### src/rtl/jtag_vreg_bank.sv
// Virtual-JTAG data-register bank in the tck domain: IDENT/ADDR/RDATA/WDATA/FLAGS/STATUS
// plus BYPASS, with a shared auto-incrementing address and a one-cycle write strobe.
module jtag_vreg_bank #(
    parameter int                   DR_LENGTH   = 32,
    parameter int                   IR_LENGTH   = 4,
    parameter int                   ADDR_WIDTH  = 10,
    parameter logic [DR_LENGTH-1:0] IDENT_VALUE = 32'h4A544731,
    parameter logic [IR_LENGTH-1:0] IIDENT      = 1,
    parameter logic [IR_LENGTH-1:0] IADDR       = 2,
    parameter logic [IR_LENGTH-1:0] IRDATA      = 3,
    parameter logic [IR_LENGTH-1:0] IWDATA      = 4,
    parameter logic [IR_LENGTH-1:0] IFLAGS      = 5,
    parameter logic [IR_LENGTH-1:0] ISTATUS     = 6
) (
    input  logic                  tck,
    input  logic                  rst,
    input  logic                  tdi,
    output logic                  tdo,
    input  logic [IR_LENGTH-1:0]  ir,
    input  logic                  capture_dr,
    input  logic                  shift_dr,
    input  logic                  update_dr,
    input  logic [DR_LENGTH-1:0]  rdata_in,
    output logic [DR_LENGTH-1:0]  wdata_out,
    output logic [ADDR_WIDTH-1:0] addr_out,
    output logic                  wram_enable,
    output logic [DR_LENGTH-1:0]  flags_out
);

    localparam logic [ADDR_WIDTH-1:0] ADDR_ONE = 1;

    logic [DR_LENGTH-1:0]  r_sr;
    logic                  r_bypass;
    logic [ADDR_WIDTH-1:0] r_addr;
    logic                  r_autoinc;
    logic [DR_LENGTH-1:0]  r_wdata;
    logic [DR_LENGTH-1:0]  r_flags;
    logic                  r_wen;
    logic [15:0]           r_wcount;
    logic                  r_armed;

    logic w_sel_ident, w_sel_addr, w_sel_rdata, w_sel_wdata, w_sel_flags, w_sel_status;
    logic w_sel_bypass;
    logic w_upd;
    logic w_inc;
    logic [DR_LENGTH-1:0] w_cap;

    always_comb begin
        w_sel_ident  = (ir == IIDENT);
        w_sel_addr   = (ir == IADDR);
        w_sel_rdata  = (ir == IRDATA);
        w_sel_wdata  = (ir == IWDATA);
        w_sel_flags  = (ir == IFLAGS);
        w_sel_status = (ir == ISTATUS);
        w_sel_bypass = !(w_sel_ident | w_sel_addr | w_sel_rdata |
                         w_sel_wdata | w_sel_flags | w_sel_status);
    end

    always_comb begin
        w_cap = '0;
        if (w_sel_ident) begin
            w_cap = IDENT_VALUE;
        end else if (w_sel_addr) begin
            w_cap[DR_LENGTH-1]  = r_autoinc;
            w_cap[ADDR_WIDTH-1:0] = r_addr;
        end else if (w_sel_rdata) begin
            w_cap = rdata_in;
        end else if (w_sel_wdata) begin
            w_cap = r_wdata;
        end else if (w_sel_flags) begin
            w_cap = r_flags;
        end else if (w_sel_status) begin
            w_cap[DR_LENGTH-1] = r_autoinc;
            w_cap[15:0]        = r_wcount;
        end
    end

    // Update only acts on a scan that began with a capture since the last reset,
    // so a reset mid-scan cannot produce a strobe or a register load.
    assign w_upd = update_dr & ~capture_dr & ~shift_dr & r_armed;
    assign w_inc = r_autoinc & ((w_upd & w_sel_rdata) | r_wen);

    assign tdo         = w_sel_bypass ? r_bypass : r_sr[0];
    assign wdata_out   = r_wdata;
    assign addr_out    = r_addr;
    assign wram_enable = r_wen;
    assign flags_out   = r_flags;

    always_ff @(posedge tck or posedge rst) begin
        if (rst) begin
            r_sr     <= '0;
            r_bypass <= 1'b0;
            r_armed  <= 1'b0;
        end else if (capture_dr) begin
            r_sr     <= w_cap;
            r_bypass <= 1'b0;
            r_armed  <= 1'b1;
        end else if (shift_dr) begin
            r_sr     <= {tdi, r_sr[DR_LENGTH-1:1]};
            r_bypass <= tdi;
        end else if (w_upd) begin
            r_armed  <= 1'b0;
        end
    end

    always_ff @(posedge tck or posedge rst) begin
        if (rst) begin
            r_addr    <= '0;
            r_autoinc <= 1'b0;
            r_wdata   <= '0;
            r_flags   <= '0;
            r_wen     <= 1'b0;
            r_wcount  <= '0;
        end else begin
            r_wen <= w_upd & w_sel_wdata;
            // An explicit ADDR load takes precedence over any pending increment.
            if (w_upd & w_sel_addr) begin
                r_addr    <= r_sr[ADDR_WIDTH-1:0];
                r_autoinc <= r_sr[DR_LENGTH-1];
            end else if (w_inc) begin
                r_addr    <= r_addr + ADDR_ONE;
            end
            if (w_upd & w_sel_wdata)
                r_wdata <= r_sr;
            if (w_upd & w_sel_flags)
                r_flags <= r_sr;
            if (w_upd & w_sel_status)
                r_wcount <= '0;
            else if (r_wen)
                r_wcount <= r_wcount + 16'd1;
        end
    end

endmodule
### config.mk
export PLATFORM = sky130hd
export DESIGN_NAME = jtag_vreg_bank
export DESIGN_NICKNAME = d
export VERILOG_FILES = /design/src/rtl/jtag_vreg_bank.sv
export SDC_FILE = /design/constraint.sdc
export NUM_CORES = 1
export LEC_CHECK = 0
export CAP_MARGIN = 20
export CORE_MARGIN = 2
export CORE_UTILIZATION = 49
export CTS_CLUSTER_DIAMETER = 80
export DETAILED_ROUTE_END_ITERATION = 8
export HOLD_SLACK_MARGIN = 0.03
export PLACE_DENSITY_LB_ADDON = 0.25
export SETUP_SLACK_MARGIN = 0.3
export SYNTH_ARGS = -nofsm -noshare
export SYNTH_HDL_FRONTEND = slang
export SYNTH_SLANG_ARGS = --single-unit
### constraint.sdc
create_clock -name tck -period 5.8 [get_ports tck]
set_input_delay 1.16 -clock tck [delete_from_list [all_inputs] [get_ports tck]]
set_output_delay 1.16 -clock tck [all_outputs]
set_load 0.01 [all_outputs]
# Word-level counts from Yosys, hierarchy flattened
# Cells that the tools add are included.
word_totals:
  reg_bits: 126
  latch_bits: 0
  ram_bits: 0
  romBits: 0
  inputBits: 42
  out_inout_bits: 76
  wordCells: 63
  memories: 0
op_classes:
  add_sub_neg: 2
  mul: 0
  n_div: 0
  order_cmp: 0
  n_eq_ne: 7
  shifts: 0
  muxes: 23
  bitwise_logic: 17
  reduce_logical: 5
op_table:
  columns: ["operator", "n"]
  rows:
  - ["32-bit 2-to-1 mux", 5]
  - ["16-bit 2-to-1 mux", 4]
  - ["10-bit 2-to-1 mux", 3]
  - ["21-bit 2-to-1 mux", 1]
  - ["16-bit by 1-bit adder with 16-bit output (second input constant)", 1]
  - ["15-bit 2-to-1 mux", 1]
  - ["4-bit by 3-bit equality test with 1-bit output (second input constant)", 3]
  - ["10-bit by 1-bit adder with 10-bit output (second input constant)", 1]
  - ["1-bit AND", 9]
  - ["1-bit 2-to-1 mux", 9]
  - ["4-bit by 2-bit equality test with 1-bit output (second input constant)", 2]
  - ["2-bit nonzero test", 4]
  - ["1-bit bitwise OR", 6]
  - ["4-bit by 1-bit equality test with 1-bit output (second input constant)", 1]
  - ["2-bit inequality test (second input constant)", 1]
  - ["1-bit inverter", 2]
  - ["2-bit AND reduction", 1]

# Depth between registers and ports, before layout
# Gate-level depths: netlist of run 1.
logic_depth:
  ltp_word: 9
  mapped_depth: 8

# Worst setup path after synthesis of run 1
# No wires, ideal clock.
synth_timing:
  path_type: "input to output"
  from: "in ir[1]"
  to: "out tdo"
  arrival_ns: 2.299
  path_slack_ns: 2.341
  cell_stages: 7
  path_buffers: 3
  path_cell_list: "buf_2 -> clkbuf_1 -> clkbuf_1 -> nand3_1 -> o21ai_0 -> o32ai_1 -> a21oi_1"
synth_between:
  elab_chain_cells: 7
  word_cells_on_any_way: 12
  classes_between: "6 x eq/ne; 1 x mux; 5 x bitwise"
synth_rtl:
  columns: ["item", "line", "rtl"]
  rows:
  - ["from (decl)", "19", "input logic [IR_LENGTH-1:0] ir,"]
  - ["4-bit by 1-bit equality test with 1-bit output or 4-bit by 2-bit equality test with 1-bit output (tied branches)", "49, 50", null]
  - ["1-bit bitwise OR (3 in a row)", "55", "w_sel_bypass = !(w_sel_ident | w_sel_addr | w_sel_rdata |"]
  - ["1-bit bitwise OR", "56", "w_sel_wdata | w_sel_flags | w_sel_status);"]
  - ["1-bit bitwise OR *", "56", null]
  - ["1-bit 2-to-1 mux *", "83", "assign tdo = w_sel_bypass ? r_bypass : r_sr[0];"]
  - ["to (decl)", "18", "output logic tdo,"]
# Mark *: on every way between the ends. The rest lies on a longest branch, timed or not.

# Final worst setup path of run 1
layout_timing:
  from: "in ir[2]"
  to: "out tdo"
# Same word-level chain as after synthesis.

==> results.yml, run 1 <==
min_path:
  hold_end: "r_armed"
  hold_path_class: "reg2reg"
  min_from: "r_armed"
  min_delay_path_depth: 1
grt:
  grt_pass1_wl_um: 29930
  antenna_found_initial: 0
  grt_max_degree: 83
  grt_pass1_vias: 5562
  globalRoute.totalOverflow: 0
  grt.total_usage: 0.2662
power:
  switching_share: 0.2772
  peakVddDrop_v: 0.0002016
  p_sw_uw: 708.9
  power_mw: 2.557
  p_leak_nw: 3.698
  power_frac_comb: 0.173
  power-per-cell-area_mw_per_mm2: 301.9
  p_seq_frac: 0.440
  internal_power_mw: 1.848
  clkPwrFrac: 0.387
cells_and_area:
  areaGrowthSynthToFinish_pct: 28.43
  drive_gt1_frac: 0.1814
  final_core_util: 0.6423
  n_fill_cell: 1061
  final_nets: 755
  stdcell_area_mm2: 0.008472
  n_antenna_cell: 0
clocking:
  ctsHtreeMaxLevel: 4
  clock-root-buffer: "clkbuf_16"
  clk_path_buf_depth: 2
  cts_hold_buf: 0
  cts_resized: 0
  worst_skew_pair.late_latency_ns: 0.42
  postCtsSetupBuffers: 0
  clk_pin_slew_ns: 0.05
  cts.sinks: 126
  cts_made_buffers: 17
  cts_tree: "built"
outcome:
  outcome: "finished clean"
yosys:
  syn-cell-area_mm2: 0.006596
  synthCells: 610
  async_flop_share: 1.000
  syn-num-nets: 654
  yosysSeqAreaShare: 0.4780
  synth_edf_count: 0
  avgSynthCellArea_um2: 10.81
  synth_seq_cells: 126
  yosysWarningCount: 0
  synth.distinct_cells: 54
  synth_ff_type: "dfrtp_1"
route:
  first_pass_iters: 5
  drc_errors: 0
  wl_um: 18430
  drt-initial-drc-count: 445
  ant_nets: 0
  vias: 5481
  vias_per_cell: 6.104
  wl_per_cell_um: 20.53
worst_setup_path:
  timing.rr.start: "r_armed"
  max_stage_delay_ns: 0.93
  required_ns: 4.64
  cp_data_arrival_time_ns: 3.24
  r2r_cells: 5
  timing.rr.end: "wdata_out[4]"
  slowest_stage: "clkdlybuf4s50_1"
  r2r_slack_ns: 3.85
  cp_common_cell: "clkdlybuf4s50_1"
  end_kind: "output port"
  critPathLaunchType: "input pin"
  path_max_fanout: 21
  worstSetupPathType: "in2out"
  cp_cell_sequence: "clkdlybuf4s50_1 -> nand3_1 -> o21ai_0 -> o32ai_1 -> a21oi_1 -> clkdlybuf4s50_1"
floorplan:
  rows: 42
  ioPinCount: 118
  initial_core_util: 0.5001
  die_w_um: 120.0
  die_h_um: 120.0
  dieArea_mm2: 0.01441
  coreArea_mm2: 0.01319
timing:
  hold_violations: 0
  fin_crit_ns: 4.404
  worstMarginPinSlew_ns: 1.091
  fin_crit_sh: 0.7592
  max_freq_ghz: 0.2271
  fin_tns_setup_ns: 0
  setup_viol: 0
  drv_slew: 0
  slew_headroom: 0.2697
  timing.hold.ws_ns: 0.4785
  rsz0062_at_grt: "no"
  skew_ns: 0.006007
place:
  dp_hpwl_um: 12130
  io_buffer_count: 117
  gp_congestion: 0.8734
  dpl_cell_area_mm2: 0.007871
run:
  drv_cap: 0
==> final cells by class <==
type                    count  area, um^2  area share
clock inverters             7       62.56    0.007384
multi-input cells         421        3187      0.3762
inverters                  12       47.55    0.005612
well taps                 176       220.2     0.02599
repair buffers            133        1314      0.1551
clock buffers              23       488.0     0.05760
flip-flops and latches    126        3153      0.3722
==> per-stage QoR <==
| step | instances | setup WS (ns) |
|---|---|---|
| global placement | 865 | 1.463 |
| global route | 898 | 1.275 |
| finish | 898 | 1.396 |
| floorplan | 610 | 1.284 |
| CTS | 895 | 1.425 |
| detailed placement | 865 | 1.428 |
==> power groups by stage <==
stage | clock network, mW | logic [mW] | registers, mW
floorplan | 0 | 0.237 | 1.11
finish | 0.990 | 0.442 | 1.13
global route | 1.04 | 0.485 | 1.14
CTS | 0.999 | 0.442 | 1.12
global placement | 0 | 0.424 | 1.13
detailed placement | 0 | 0.437 | 1.13
==> logic make-up after synthesis <==
logic type               after synthesis  share of synthesized area
buffers and inverters                 63                    0.04325
flip-flops                           126                     0.4780
XOR/XNOR                              11                    0.01461
adder cells (fa/ha/maj)                2                   0.003793
AND/OR/NAND/NOR                      158                     0.1371
multiplexers                          97                     0.1616
AO/OA/AOI/OAI                        153                     0.1616
==> flip-flops by register name, indices dropped and copies added, names as in the netlist <==
name	cells
r_armed	1
wram_enable	1
addr_out	10
r_autoinc	1
r_wcount	16
r_bypass	1
r_sr	32
flags_out	32
wdata_out	32
==> metal layers <==
metal  track usage  share of wire  vias to the layer above
li1              -              -                     2480
met1        0.3586           0.43                     2743
met2        0.4208           0.48                      229
met3       0.05513          0.069                       29
met4        0.1074          0.021                        0
met5             0              0                        -
==> how the worst max path moves through the flow <==
stage                     start           to  slack (ns)  depth (start not counted)
after floorplan             rst  addr_out[0]        1.28                          1
after global placement    ir[2]          tdo        1.46                          6
after detailed placement  ir[2]          tdo        1.43                          6
after CTS                 ir[2]          tdo        1.43                          6
after global routing      ir[2]          tdo        1.27                          6
final                     ir[2]          tdo        1.40                          6
==> placed cells by master (no fill, tap or decap), drive strengths merged, types with 3 or more instances in the layout <==
| master | synthesis | routed |
|---|---|---|
| a22oi | 7 | 7 |
| mux2 | 76 | 76 |
| clkdlybuf4s50 | 0 | 116 |
| o32ai | 14 | 14 |
| o22a | 9 | 9 |
| or3 | 7 | 7 |
| o22ai | 8 | 8 |
| xor2 | 6 | 6 |
| xnor2 | 5 | 5 |
| inv | 12 | 12 |
| a211oi | 7 | 7 |
| nand3 | 8 | 8 |
| o2111ai | 6 | 6 |
| clkinv | 0 | 5 |
| buf | 24 | 17 |
| nor2 | 46 | 46 |
| a21boi | 3 | 3 |
| dfrtp | 126 | 126 |
| and3 | 5 | 5 |
| and2 | 5 | 5 |
| o21ai | 23 | 23 |
| nand4 | 11 | 11 |
| clkbuf | 27 | 23 |
| and4 | 3 | 3 |
| o221ai | 6 | 6 |
| and3b | 20 | 20 |
| a22o | 3 | 3 |
| mux2i | 21 | 21 |
| o31ai | 7 | 7 |
| a2bb2oi | 9 | 9 |
| or4 | 7 | 7 |
| nand2 | 19 | 19 |
| a31oi | 8 | 8 |
| a21oi | 34 | 34 |
| o32a | 3 | 3 |
| nor2b | 13 | 13 |
==> critical path, delay by kind of cell <==
family,cells,cell delay (ns)
and+or+nand+nor,1,0.13
AOI/OAI and AO/OA,3,0.44
buffers and inverters,2,1.52
==> Yosys cell counts (4+ instances only) <==
cell / n / area, um^2
a211oi_1: 7 / 52.55
or4_1: 7 / 52.55
o2111ai_1: 6 / 52.55
nand3_1: 8 / 40.04
a22oi_1: 7 / 52.55
o32ai_1: 14 / 122.6
mux2_2: 76 / 855.8
a21oi_1: 33 / 165.2
mux2i_1: 21 / 210.2
o22ai_1: 8 / 50.05
clkbuf_1: 27 / 101.4
o22a_1: 9 / 78.83
inv_1: 11 / 41.29
o31ai_1: 7 / 52.55
dfrtp_1: 126 / 3153
xnor2_1: 5 / 43.79
and2_1: 4 / 25.02
and3b_1: 20 / 175.2
and3_1: 5 / 31.28
or3_1: 7 / 43.79
o21ai_0: 23 / 115.1
nor2_1: 46 / 172.7
buf_2: 18 / 90.09
a2bb2oi_1: 9 / 78.83
xor2_1: 6 / 52.55
a31oi_1: 8 / 50.05
o221ai_1: 6 / 52.55
nand2_1: 19 / 71.32
nor2b_1: 13 / 81.33
nand4_1: 11 / 68.82
Power figures use the tool's default switching activity.
==> inputs of run 2 (changes only) <==
--- a/config.mk
+++ b/config.mk
@@ -7,7 +7,7 @@
 export LEC_CHECK = 0
 export CAP_MARGIN = 20
 export CORE_MARGIN = 2
-export CORE_UTILIZATION = 49
+export CORE_UTILIZATION = 48
 export CTS_CLUSTER_DIAMETER = 80
 export DETAILED_ROUTE_END_ITERATION = 8
 export HOLD_SLACK_MARGIN = 0.03
==> constraint.sdc (replaced) <==
create_clock -name tck -period 3.94 [get_ports tck]
set_input_delay 0.788 -clock tck [delete_from_list [all_inputs] [get_ports tck]]
set_output_delay 0.788 -clock tck [all_outputs]
set_load 0.01 [all_outputs]
==> run 2 against run 1 <==
Compared with the run above: worst setup slack got worse by 0.72 ns; critical path depth fell by 1; power rose by 54%; global-route usage fell by 0.11 points; hold slack got worse by 0.0031 ns; via count rose by 0.35%; final area rose by 0.93%; register-to-register slack got worse by 1.8 ns; clock power rose by 64%; combinational power rose by 48%; clock skew barely moved; highest routed layer unchanged.
==> results.yml, run 2 (synthesis results as in run 1) <==
grt:
  grt.total_usage: 0.2651
  grt_pass1_wl_um: 29860
  grt_max_degree: 101
  grt_pass1_vias: 5586
  antenna_found_initial: 0
  globalRoute.totalOverflow: 0
clocking:
  clk_path_buf_depth: 2
  cts_tree: "built"
  clock-root-buffer: "clkbuf_16"
  postCtsSetupBuffers: 0
  clk_pin_slew_ns: 0.05
  cts_made_buffers: 17
  cts_hold_buf: 0
  worst_skew_pair.late_latency_ns: 0.43
  cts.sinks: 126
  ctsHtreeMaxLevel: 4
  cts_resized: 0
power:
  power_frac_comb: 0.166
  peakVddDrop_v: 0.0002700
  p_sw_mw: 1.061
  switching_share: 0.2696
  p_leak_nw: 3.738
  p_seq_frac: 0.422
  clkPwrFrac: 0.412
  power_mw: 3.936
  internal_power_mw: 2.875
  power-per-cell-area_mw_per_mm2: 460.3
place:
  gp_congestion: 0.8864
  dp_hpwl_um: 12650
  io_buffer_count: 117
worst_setup_path:
  critPathLaunchType: "input pin"
  end_kind: "output port"
  cp_common_cell: "clkdlybuf4s50_1"
  cp_data_arrival_time_ns: 2.47
  path_max_fanout: 12
  slowest_stage: "clkdlybuf4s50_1"
  max_stage_delay_ns: 0.70
  required_ns: 3.15
  worstSetupPathType: "in2out"
  cp_cell_sequence: "clkdlybuf4s50_1 -> nor2_1 -> o32ai_1 -> a21oi_1 -> clkdlybuf4s50_1"
timing:
  rsz0062_at_grt: "no"
  fin_crit_ns: 3.259
  slew_headroom: 0.3539
  drv_slew: 0
  hold_violations: 0
  max_freq_ghz: 0.3069
  worstMarginPinSlew_ns: 0.9659
  skew_ns: 0.006144
  fin_tns_setup_ns: 0
  timing.hold.ws_ns: 0.4754
  setup_viol: 0
  fin_crit_sh: 0.8271
route:
  vias: 5500
  vias_per_cell: 6.084
  wl_per_cell_um: 20.66
  drt-initial-drc-count: 559
  wl_um: 18680
  drc_errors: 0
  first_pass_iters: 5
  ant_nets: 0
min_path:
  hold_path_class: "reg2reg"
cells_and_area:
  seqCellArea_mm2: 0.003153
  drive_gt1_frac: 0.1854
  multi_input_area_mm2: 0.003182
  final_core_util: 0.6406
  areaGrowthSynthToFinish_pct: 29.63
  final_nets: 760
  layout_commonest_cell: "dfrtp_1"
  n_antenna_cell: 0
  n_fill_cell: 1065
  mostFrequentLayoutCells: "dfrtp_1 (126), clkdlybuf4s50_1 (116), mux2_2 (76), nor2_1 (46), a21oi_1 (33)"
floorplan:
  rows: 42
  die_w_um: 121.2
  coreArea_mm2: 0.01335
  initial_core_util: 0.4942
  dieArea_mm2: 0.01470
  ioPinCount: 118
  die_h_um: 121.2
outcome:
  outcome: "finished clean"
run:
  drv_cap: 0
==> run 2: changes by cell type in the layout (fill, tap and decap cells not counted) <==
cell	change
buf_12	+1
nor3b_1	+1
bufinv_16	+2
buf_8	-1
clkbuf_8	+1
inv_4	-1
buf_4	+6
buf_16	-1
nor3b_2	-1
clkinv_2	-2
clkbuf_1	+1
==> run 2: worst max-delay path, delay by kind of cell <==
kind	cells	cell delay, ns
simple gates	1	0.21
buf+inv	2	1.25
compound gates	2	0.23
==> run 2: worst paths after layout <==
check	startpoint	endpoint	slack (ns)	depth (start not counted)
hold / removal	r_armed	r_armed	0.48	1
setup / recovery	ir[3]	tdo	0.68	5
setup reg to reg	r_armed	addr_out[9]	2.08	5
max in group asynchronous	rst	wdata_out[1]	2.24	3
hold reg to reg	r_armed	r_armed	0.48	1
min in group asynchronous	rst	wdata_out[10]	0.78	2
==> run 2: metal layers <==
metal,GRT usage,routed length (um),up-vias,part of all wire
li1,-,-,2497,-
met1,0.3452,7803,2717,0.42
met2,0.4192,8942,246,0.48
met3,0.06438,1400,40,0.075
met4,0.1214,528,0,0.028
met5,0,0,-,0
==> run 2: per-stage QoR <==
| stage | setup WS (ns) | cell area, um^2 | cells |
|---|---|---|---|
| final | 0.6814 | 8551 | 904 |
| after global routing | 0.6000 | 8551 | 904 |
| after CTS | 0.7163 | 8551 | 904 |
| after detailed placement | 0.7258 | 7940 | 873 |
| after global placement | 0.7393 | 7940 | 873 |
| after floorplan | 1.225 | 6600 | 610 |
==> run 2: power groups by stage <==
stage	Sequential (mW)	Combinational, mW	Clock, mW
floorplan	1.63	0.348	0
detailed placement	1.67	0.648	0
global placement	1.66	0.632	0
finish	1.66	0.652	1.62
CTS	1.65	0.655	1.63
global route	1.68	0.713	1.70
==> run 2: layout make-up <==
class,instances,share of cell area
inverters,12,0.005707
flip-flops and latches,126,0.3687
well taps,176,0.02575
clock inverters,6,0.01229
multi-input cells,421,0.3721
clock buffers,25,0.05912
repair buffers,138,0.1563
